### src/rtl/icache_pkg.sv
// Shared types and address helpers for the instruction-cache responder.
package icache_pkg;

  typedef enum logic [1:0] {S_IDLE, S_REFILL, S_RESP} state_t;

  localparam int LINE_BYTES     = 16;
  localparam int WORDS_PER_LINE = 4;

  typedef logic [WORDS_PER_LINE-1:0][31:0] line_t;

  // Results are 32 bits wide; callers truncate to IDX_W / TAG_W.
  function automatic logic [31:0] idx_of(input logic [31:0] pc, input int idx_w);
    return (pc >> 4) & ((32'd1 << idx_w) - 32'd1);
  endfunction

  function automatic logic [31:0] tag_of(input logic [31:0] pc, input int idx_w);
    return pc >> (4 + idx_w);
  endfunction

endpackage

### src/rtl/icache_array.sv
// Direct-mapped tag/valid/data store: one combinational read port and one
// line-write port with a per-word enable for refill beats.
module icache_array
  import icache_pkg::*;
#(
  parameter int NUM_LINES = 16,
  parameter int IDX_W     = $clog2(NUM_LINES),
  parameter int TAG_W     = 32 - 4 - IDX_W
) (
  input  logic                      clk,
  input  logic                      rst,
  input  logic [IDX_W-1:0]          i_rd_idx,
  output logic                      o_rd_valid,
  output logic [TAG_W-1:0]          o_rd_tag,
  output line_t                     o_rd_line,
  input  logic [IDX_W-1:0]          i_wr_idx,
  input  logic [WORDS_PER_LINE-1:0] i_wr_word_en,
  input  logic [31:0]               i_wr_data,
  input  logic                      i_wr_tag_en,
  input  logic [TAG_W-1:0]          i_wr_tag
);

  logic [NUM_LINES-1:0] r_valid;
  logic [TAG_W-1:0]     r_tag  [NUM_LINES];
  line_t                r_data [NUM_LINES];

  always_ff @(posedge clk or posedge rst) begin
    if (rst) begin
      r_valid <= '0;
    end else if (i_wr_tag_en) begin
      r_valid[i_wr_idx] <= 1'b1;
    end
  end

  // Tags and data need no reset: nothing reads them while the valid bit is clear.
  always_ff @(posedge clk) begin
    if (i_wr_tag_en) begin
      r_tag[i_wr_idx] <= i_wr_tag;
    end
    for (int w = 0; w < WORDS_PER_LINE; w++) begin
      if (i_wr_word_en[w]) begin
        r_data[i_wr_idx][w] <= i_wr_data;
      end
    end
  end

  assign o_rd_valid = r_valid[i_rd_idx];
  assign o_rd_tag   = r_tag[i_rd_idx];
  assign o_rd_line  = r_data[i_rd_idx];

endmodule

### src/rtl/icache_responder.sv
// Cache side of the fetch-queue / I-cache interface: 1-cycle hits, 4-beat
// refills on a miss, and abort handling that never corrupts the array.
module icache_responder
  import icache_pkg::*;
#(
  parameter int NUM_LINES = 16,
  parameter int IDX_W     = $clog2(NUM_LINES),
  parameter int TAG_W     = 32 - 4 - IDX_W
) (
  input  logic         clk,
  input  logic         rst,
  input  logic [31:0]  pc_in,
  input  logic         cache_rd_en,
  input  logic         cache_abort,
  output logic [127:0] dout,
  output logic         dout_valid,
  output logic         mem_req,
  output logic [31:0]  mem_addr,
  input  logic [31:0]  mem_rdata,
  input  logic         mem_rvalid
);

  state_t      r_state, w_state_nxt;
  logic [31:0] r_req_pc;
  logic [1:0]  r_beat;
  logic        r_abort;
  logic        r_mem_req;
  logic [31:0] r_mem_addr;
  line_t       r_dout;
  logic        r_dout_valid;

  logic [IDX_W-1:0]          w_rd_idx, w_req_idx;
  logic [TAG_W-1:0]          w_pc_tag, w_req_tag, w_rd_tag;
  logic                      w_rd_valid, w_hit;
  line_t                     w_rd_line, w_fill_line;
  logic                      w_accept, w_fill_beat, w_fill_last, w_aborted;
  logic [WORDS_PER_LINE-1:0] w_wr_word_en;

  assign w_req_idx = IDX_W'(idx_of(r_req_pc, IDX_W));
  assign w_req_tag = TAG_W'(tag_of(r_req_pc, IDX_W));
  assign w_pc_tag  = TAG_W'(tag_of(pc_in, IDX_W));
  assign w_rd_idx  = (r_state == S_IDLE) ? IDX_W'(idx_of(pc_in, IDX_W)) : w_req_idx;
  assign w_hit     = w_rd_valid && (w_rd_tag == w_pc_tag);
  assign w_aborted = r_abort | cache_abort;

  icache_array #(.NUM_LINES(NUM_LINES), .IDX_W(IDX_W), .TAG_W(TAG_W)) u_array (
    .clk         (clk),
    .rst         (rst),
    .i_rd_idx    (w_rd_idx),
    .o_rd_valid  (w_rd_valid),
    .o_rd_tag    (w_rd_tag),
    .o_rd_line   (w_rd_line),
    .i_wr_idx    (w_req_idx),
    .i_wr_word_en(w_wr_word_en),
    .i_wr_data   (mem_rdata),
    .i_wr_tag_en (w_fill_last),
    .i_wr_tag    (w_req_tag)
  );

  always_ff @(posedge clk or posedge rst) begin
    if (rst) r_state <= S_IDLE;
    else     r_state <= w_state_nxt;
  end

  always_comb begin
    w_state_nxt = r_state;
    w_accept    = 1'b0;
    w_fill_beat = 1'b0;
    w_fill_last = 1'b0;
    case (r_state)
      S_IDLE: begin
        if (cache_rd_en) begin
          w_accept = 1'b1;
          if (!w_hit) w_state_nxt = S_REFILL;
        end
      end
      S_REFILL: begin
        if (mem_rvalid) begin
          w_fill_beat = 1'b1;
          if (r_beat == 2'd3) begin
            w_fill_last = 1'b1;
            w_state_nxt = w_aborted ? S_IDLE : S_RESP;
          end
        end
      end
      S_RESP:  w_state_nxt = S_IDLE;
      default: w_state_nxt = S_IDLE;
    endcase
  end

  assign w_wr_word_en = w_fill_beat ? (WORDS_PER_LINE'(1) << r_beat) : '0;

  // Words 0..2 are already in the array by the last beat; word 3 bypasses it.
  always_comb begin
    w_fill_line    = w_rd_line;
    w_fill_line[3] = mem_rdata;
  end

  always_ff @(posedge clk or posedge rst) begin
    if (rst) begin
      r_req_pc     <= '0;
      r_beat       <= '0;
      r_abort      <= 1'b0;
      r_mem_req    <= 1'b0;
      r_mem_addr   <= '0;
      r_dout       <= '0;
      r_dout_valid <= 1'b0;
    end else begin
      r_dout_valid <= 1'b0;
      if (w_accept) begin
        r_req_pc <= pc_in;
        if (w_hit) begin
          r_dout       <= w_rd_line;
          r_dout_valid <= 1'b1;
        end else begin
          r_mem_req  <= 1'b1;
          r_mem_addr <= {pc_in[31:4], 4'b0000};
        end
      end
      if (r_state == S_REFILL && cache_abort) r_abort <= 1'b1;
      if (w_fill_beat) begin
        r_mem_req <= 1'b0;
        r_beat    <= r_beat + 2'd1;
      end
      if (w_fill_last) begin
        r_dout       <= w_fill_line;
        r_dout_valid <= ~w_aborted;
        r_abort      <= 1'b0;
      end
    end
  end

  assign dout       = r_dout;
  assign dout_valid = r_dout_valid & ~cache_abort;
  assign mem_req    = r_mem_req;
  assign mem_addr   = r_mem_addr;

endmodule
### config.mk
export PLATFORM = sky130hd
export DESIGN_NAME = icache_responder
export DESIGN_NICKNAME = d
export VERILOG_FILES = /design/src/rtl/icache_pkg.sv /design/src/rtl/icache_array.sv /design/src/rtl/icache_responder.sv
export SDC_FILE = /design/constraint.sdc
export NUM_CORES = 2
export LEC_CHECK = 0
export ABC_AREA = 1
export CORE_ASPECT_RATIO = 1.2
export CORE_MARGIN = 8
export CORE_UTILIZATION = 55
export CTS_CLUSTER_DIAMETER = 60
export DETAILED_ROUTE_END_ITERATION = 10
export PLACE_DENSITY = 0.77
export SLEW_MARGIN = 20
export SYNTH_ARGS = -nofsm -noshare
export SYNTH_HDL_FRONTEND = slang
export SYNTH_SLANG_ARGS = --single-unit
### constraint.sdc
create_clock -name clk -period 13.9 [get_ports clk]
set_input_delay 2.78 -clock clk [delete_from_list [all_inputs] [get_ports clk]]
set_output_delay 2.78 -clock clk [all_outputs]
set_load 0.01 [all_outputs]
== Yosys cells after proc, flatten, opt, wreduce, memory -nomap -nowiden ==
Memory sizes are Yosys's and may differ from the RTL's.
Index checks and enable logic that the tools add are counted.
W data, S select, Z words.
Word-level totals
  memories kept: 2
  memory bits (read-only): 0
  output and inout port bits: 162
  latch bits: 0
  bits of input ports: 69
  flip-flop bits (word level): 211
  logic and storage cells: 85
  RAM bits: 2432
Memory list
  u_array.r_data: depth 16, bits a word 128, rd ports 1, clocked after Yosys merged registers in 0, wr ports 1, line icache_array.sv:25  | line_t r_data [NUM_LINES];
  u_array.r_tag: depth 16, bits a word 24, rd ports 1, clocked after Yosys merged registers in 0, wr ports 1, line icache_array.sv:24  | logic [TAG_W-1:0] r_tag [NUM_LINES];
Cells by class
  bitwise operators: 6
  equal/unequal tests: 8
  $add $sub $neg: 1
  shift operators: 1
  multipliers: 0
  $lt $le $gt $ge: 3
  div/mod/pow operators: 0
  reduce and logical (&&, ||, !) cells: 12
  multiplexer cells: 40
Operators by type and width (count)
  $mux W128: 3
  $mux W1: 27
  $eq A24 B24 Y1: 1
  $or A16 B16 Y16: 1
  $lt A4 B5 Y1 const B: 2
  $mux W2: 5
  $mux W4: 2
  $ne A2 B2 Y1 const B: 4
  $reduce_bool A2 Y1: 4
  $reduce_and A2 Y1: 3
  $bmux W1 S4: 1
  $demux W1 S4: 1
  $ge A4 B1 Y1 const B: 1
  $pmux W2 S2: 1
  $reduce_and A4 Y1: 1
  $shl A1 B2 Y4 const A: 1
  $logic_and A1 B1 Y1: 3
  $not A1 Y1: 3
  $add A2 B1 Y2 const B: 1
  $eq A2 B1 Y1 const B: 1
  $eq A2 B2 Y1 const B: 1
  $logic_not A2 Y1: 1
  $ne A2 B1 Y1 const B: 1
  $and A1 B1 Y1: 1
  $or A1 B1 Y1: 1

== Logic depth before layout (Yosys ltp) ==
  depth after elaboration: 8
  mapped depth: 24
  mapped depth without buffers: 20

== Cells and area by module ==
Synthesis repeated with hierarchy kept, for this count alone.
Second synthesis, totals
  cells, all modules: 10246
  area total of the unflattened synthesis: 110472.2 um^2
Modules (own cells, without submodules)
  icache_array: cells an instance 9143, seq. area each 73430.4 um^2, instances 1, area each 101782.6 um^2
  icache_responder: cells an instance 1103, seq. area each 4779.6 um^2, instances 1, area each 8689.6 um^2

== Worst setup path before layout ==
No wires, ideal clock.
  path type: input port to output port
  start: input port cache_abort
  end: output port dout_valid
  slack: 8.171 ns
  cell stages on the path: 1
  arrival: 2.949 ns
  required time: 11.120 ns
  path buffers: 0
  cells stage by stage: nor2_1
Between the ends
  word-level cells in the longest chain between the ends: 2
RTL lines
  from (decl): line icache_responder.sv:14  | input logic cache_abort,
  $not A1 Y1: line icache_responder.sv:134  | assign dout_valid = r_dout_valid & ~cache_abort;
  $and A1 B1 Y1: line icache_responder.sv:134
  to (decl): line icache_responder.sv:16  | output logic dout_valid,
No other way between the ends.

== Final worst setup path ==
  start: input port pc_in[4]
  end: register r_dout, in the netlist dout[9]
Between the ends
  word-level cells in the longest chain between the ends: 6
  elaborated cells between the ends (all ways): 12
  classes of those cells: 1 x eq/ne; 6 x mux; 3 x reduce/logical; 2 x memory
RTL lines
  from (decl): line icache_responder.sv:12  | input logic [31:0] pc_in,
  $mux W4 (*): line icache_responder.sv:42  | assign w_rd_idx = (r_state == S_IDLE) ? IDX_W'(idx_of(pc_in, IDX_W)) : w_req_idx;
  $mem_v2 Z16 W24 or $bmux W1 S4 (tied branches)
  $eq A24 B24 Y1 or $mux W1 (tied branches): line icache_responder.sv:43, icache_array.sv:47
  $logic_and A1 B1 Y1: line icache_responder.sv:43  | assign w_hit = w_rd_valid && (w_rd_tag == w_pc_tag);
  $reduce_bool A2 Y1 (no line)
  $reduce_and A2 Y1 (no line)
  to (signal assigned): line icache_responder.sv:113  | r_dout <= w_rd_line;
  to (signal assigned): line icache_responder.sv:126  | r_dout <= w_fill_line;
  to (decl): line icache_responder.sv:29  | line_t r_dout;
Mark *: on every way between the ends. The rest lies on a longest branch, timed or not. The select of a mux whose other input is x is not followed.
A chain may end at the register's enable or synchronous reset.

==> metrics <==
drt wl/cell 25.83 um; post-CTS repair timing setup buffer count 0; RSZ-0062 raised after global routing no; DRT iter0 DRCs 11031; clk_skew 0.1206 ns; min-delay worst type register to register; register area share after synthesis between 70% and 80%; final setup fails 0; RD Place Congestion 0.7955; Bufs on Longest Clock Path 3; number of flops mapped to enable cells by yosys between 2000 and 2500; ys flop type edfxtp_1; Total GRT Usage between 20 and 30%; Die Area 204000 um^2; final core utilization 62.19%; I/O pins roughly 230; count of buffers from port buffering 222; die width 413.7 um; Setup TNS 0 ns; Post-synth ARST share between 7 and 8%; met3 routed WL 33.85 mm; Final WS setup between 5 and 6 ns; Rows 175; FF+latch count, synth 2639; Pwr Density 216.0 nW/um^2; Root Buffer clkbuf_16; htree depth 4; Pins Over Slew Limit 0; TritonRoute pass-1 iters 8; Final ANT Viol Nets 0; Max Cap Viol 0; first-pass GRT wire length approximately 420 mm; hold_buf cts 0; Multi-input gate area 23180 um^2; uppermost layer routed met5; Max IR drop VDD approximately 0.29 mV; Die Ht 493.2 um; Clock Sink Count around 2600; Mapped Area 104400 um^2; vias in the first global route 68978; metal2 WL between 100 and 150 mm; Synth top cells by count 2432 x edfxtp_1, 1333 x nor2_1, 1259 x o21ai_0; via count 70436; minimum clock period 8.687 ns; Area contributors post-synth edfxtp_1 70%, o21ai_0 6.0%, dfrtp_1 5.0%; Pleak about 0.04 uW; Ys Warns 0; Initial Util between 50 and 60%; CP required 14.72 ns; TritonCTS buffer count 234; Area Growth Syn to Fin 12.59%; actual slew at the worst max-slew pin about 1.2 ns; share of the synthesized area in the top cell type 69.97%; WHS 0.4635 ns; nets@finish roughly 8400; CP Max Fanout between 150 and 200; hpwl dp approximately 140 mm; drt total wl between 200 and 300 mm; DRC Markers 0; CTS tree done; Clk Latency, worst-skew pair 0.91 ns; worst rel slew slack between 15 and 20%; Worst setup EP type register; Synth area leader edfxtp_1; crit path kind input pin to register; FF+latch area 78210 um^2; initial antenna violation count 7; post-CTS sizing 0; status complete, no violations; Critical Path Start Type input pin; Post-Syn Instances 8325; fraction of layout cells with a size suffix above 1 about 7.9%; Tcrit/Tclk final between 60% and 70%; fill cell count 13334; most numerous cell in the Yosys netlist edfxtp_1; Avg Cell Area, Syn about 13 um^2; Worst-path clk slew 0.06 ns; final hold vios 0; Core Area 189000 um^2; drt via density about 6.4; fmax 115.1 MHz; wl on met1 101.4 mm; pre-CTS setup slack slightly below 4 ns; CP arrival 9.51 ns; largest net degree at the start of global routing between 200 and 250; post-synth cell types 30; grt ovf 0
==> placed cells by master (no fill, tap or decap), types with 143 or more instances in the layout <==
| cell | synthesis | final |
|---|---|---|
| inv_1 | 321 | 318 |
| o22ai_1 | 506 | 506 |
| nand3_1 | 575 | 574 |
| clkdlybuf4s50_1 | 0 | 190 |
| o21ai_0 | 1259 | 1259 |
| nand2_1 | 835 | 832 |
| dfrtp_1 | 207 | 207 |
| clkbuf_16 | 0 | 237 |
| buf_4 | 18 | 143 |
| edfxtp_1 | 2432 | 2432 |
| nor2_1 | 1333 | 1252 |
==> stage by stage <==
stage | instances | total power, uW | area [um^2]
after floorplan | 8328 | 15290 | 104400
after global placement | 10595 | 18130 | 109100
after detailed placement | 10600 | 18450 | 109200
after CTS | 11041 | 25220 | 117400
after global routing | 11046 | 26490 | 117500
final | 11048 | 25380 | 117500
==> worst max-delay path: stages <==
cell	delay, ns
clkdlybuf4s50_1	0.48
inv_1	0.17
nand2_2	0.28
nand2_8	0.51
buf_16	0.46
buf_12	0.36
buf_16	0.40
nand2_1	0.10
o211ai_1	0.11
nand3_1	0.10
nand3_1	0.15
nand2_1	0.09
inv_2	0.05
nand2_1	0.05
nor2_1	0.18
nand2_1	0.09
nor2_1	0.24
nand3_4	0.80
nand2_8	0.93
buf_4	0.77
nand2_1	0.14
nand2_1	0.09
==> final timing paths <==
| check | from | to | slack (ns) | cells after the start |
|---|---|---|---|---|
| max | pc_in[4] | dout[9] | 5.21 | 22 |
| min | u_array.r_valid[3] | u_array.r_valid[3] | 0.46 | 2 |
| max reg2reg | r_req_pc[4] | dout[9] | 6.92 | 21 |
| min reg2reg | u_array.r_valid[3] | u_array.r_valid[3] | 0.46 | 2 |
| max in group asynchronous | rst | dout[104] | 9.35 | 4 |
| min in group asynchronous | rst | mem_addr[16] | 2.47 | 2 |
==> registers in the layout, summed over array words and instances, names as in the netlist, 2 cells and up <==
name             flops
u_array.r_data    2048
u_array.r_tag      384
dout               128
mem_addr            28
r_req_pc            28
u_array.r_valid     16
r_beat               2
r_state              2
==> routing by layer <==
| metal | up-vias | GRT usage [%] |
|---|---|---|
| met5 | - | 0 |
| met4 | 2 | 12.70 |
| met3 | 813 | 5.148 |
| met2 | 4849 | 44.24 |
| met1 | 34510 | 35.18 |
| li1 | 30262 | - |
==> power by group <==
group | total [uW] | internal, uW | leakage, uW | switching, uW
Clock | 6810 | 3910 | 0.00401 | 2900
Sequential | 9570 | 9250 | 0.0245 | 314
Combinational | 9000 | 2590 | 0.0117 | 6410
Total | 25400 | 15800 | 0.0402 | 9620
==> layout make-up <==
cell class / count / share of cell area (%)
Timing Repair Buffer: 384 / 3.019
Inverter: 325 / 1.062
Antenna cell: 4 / 0.008518
Sequential cell: 2639 / 66.56
Tap cell: 2478 / 2.638
Multi-Input combinational cell: 4777 / 19.73
Clock buffer: 297 / 5.358
Clock inverter: 144 / 1.634
==> cell families after synthesis <==
| group | count (synthesis) | share of synthesized area [%] |
|---|---|---|
| AO/OA/AOI/OAI | 1994 | 10.72 |
| other | 1 | 0.003593 |
| adder cells (fa/ha/maj) | 4 | 0.04795 |
| buffers and inverters | 912 | 3.548 |
| AND/OR/NAND/NOR | 2774 | 10.74 |
| XOR/XNOR | 1 | 0.008393 |
| flip-flops | 2639 | 74.93 |
No activity file was read; power rests on OpenSTA's default activity.
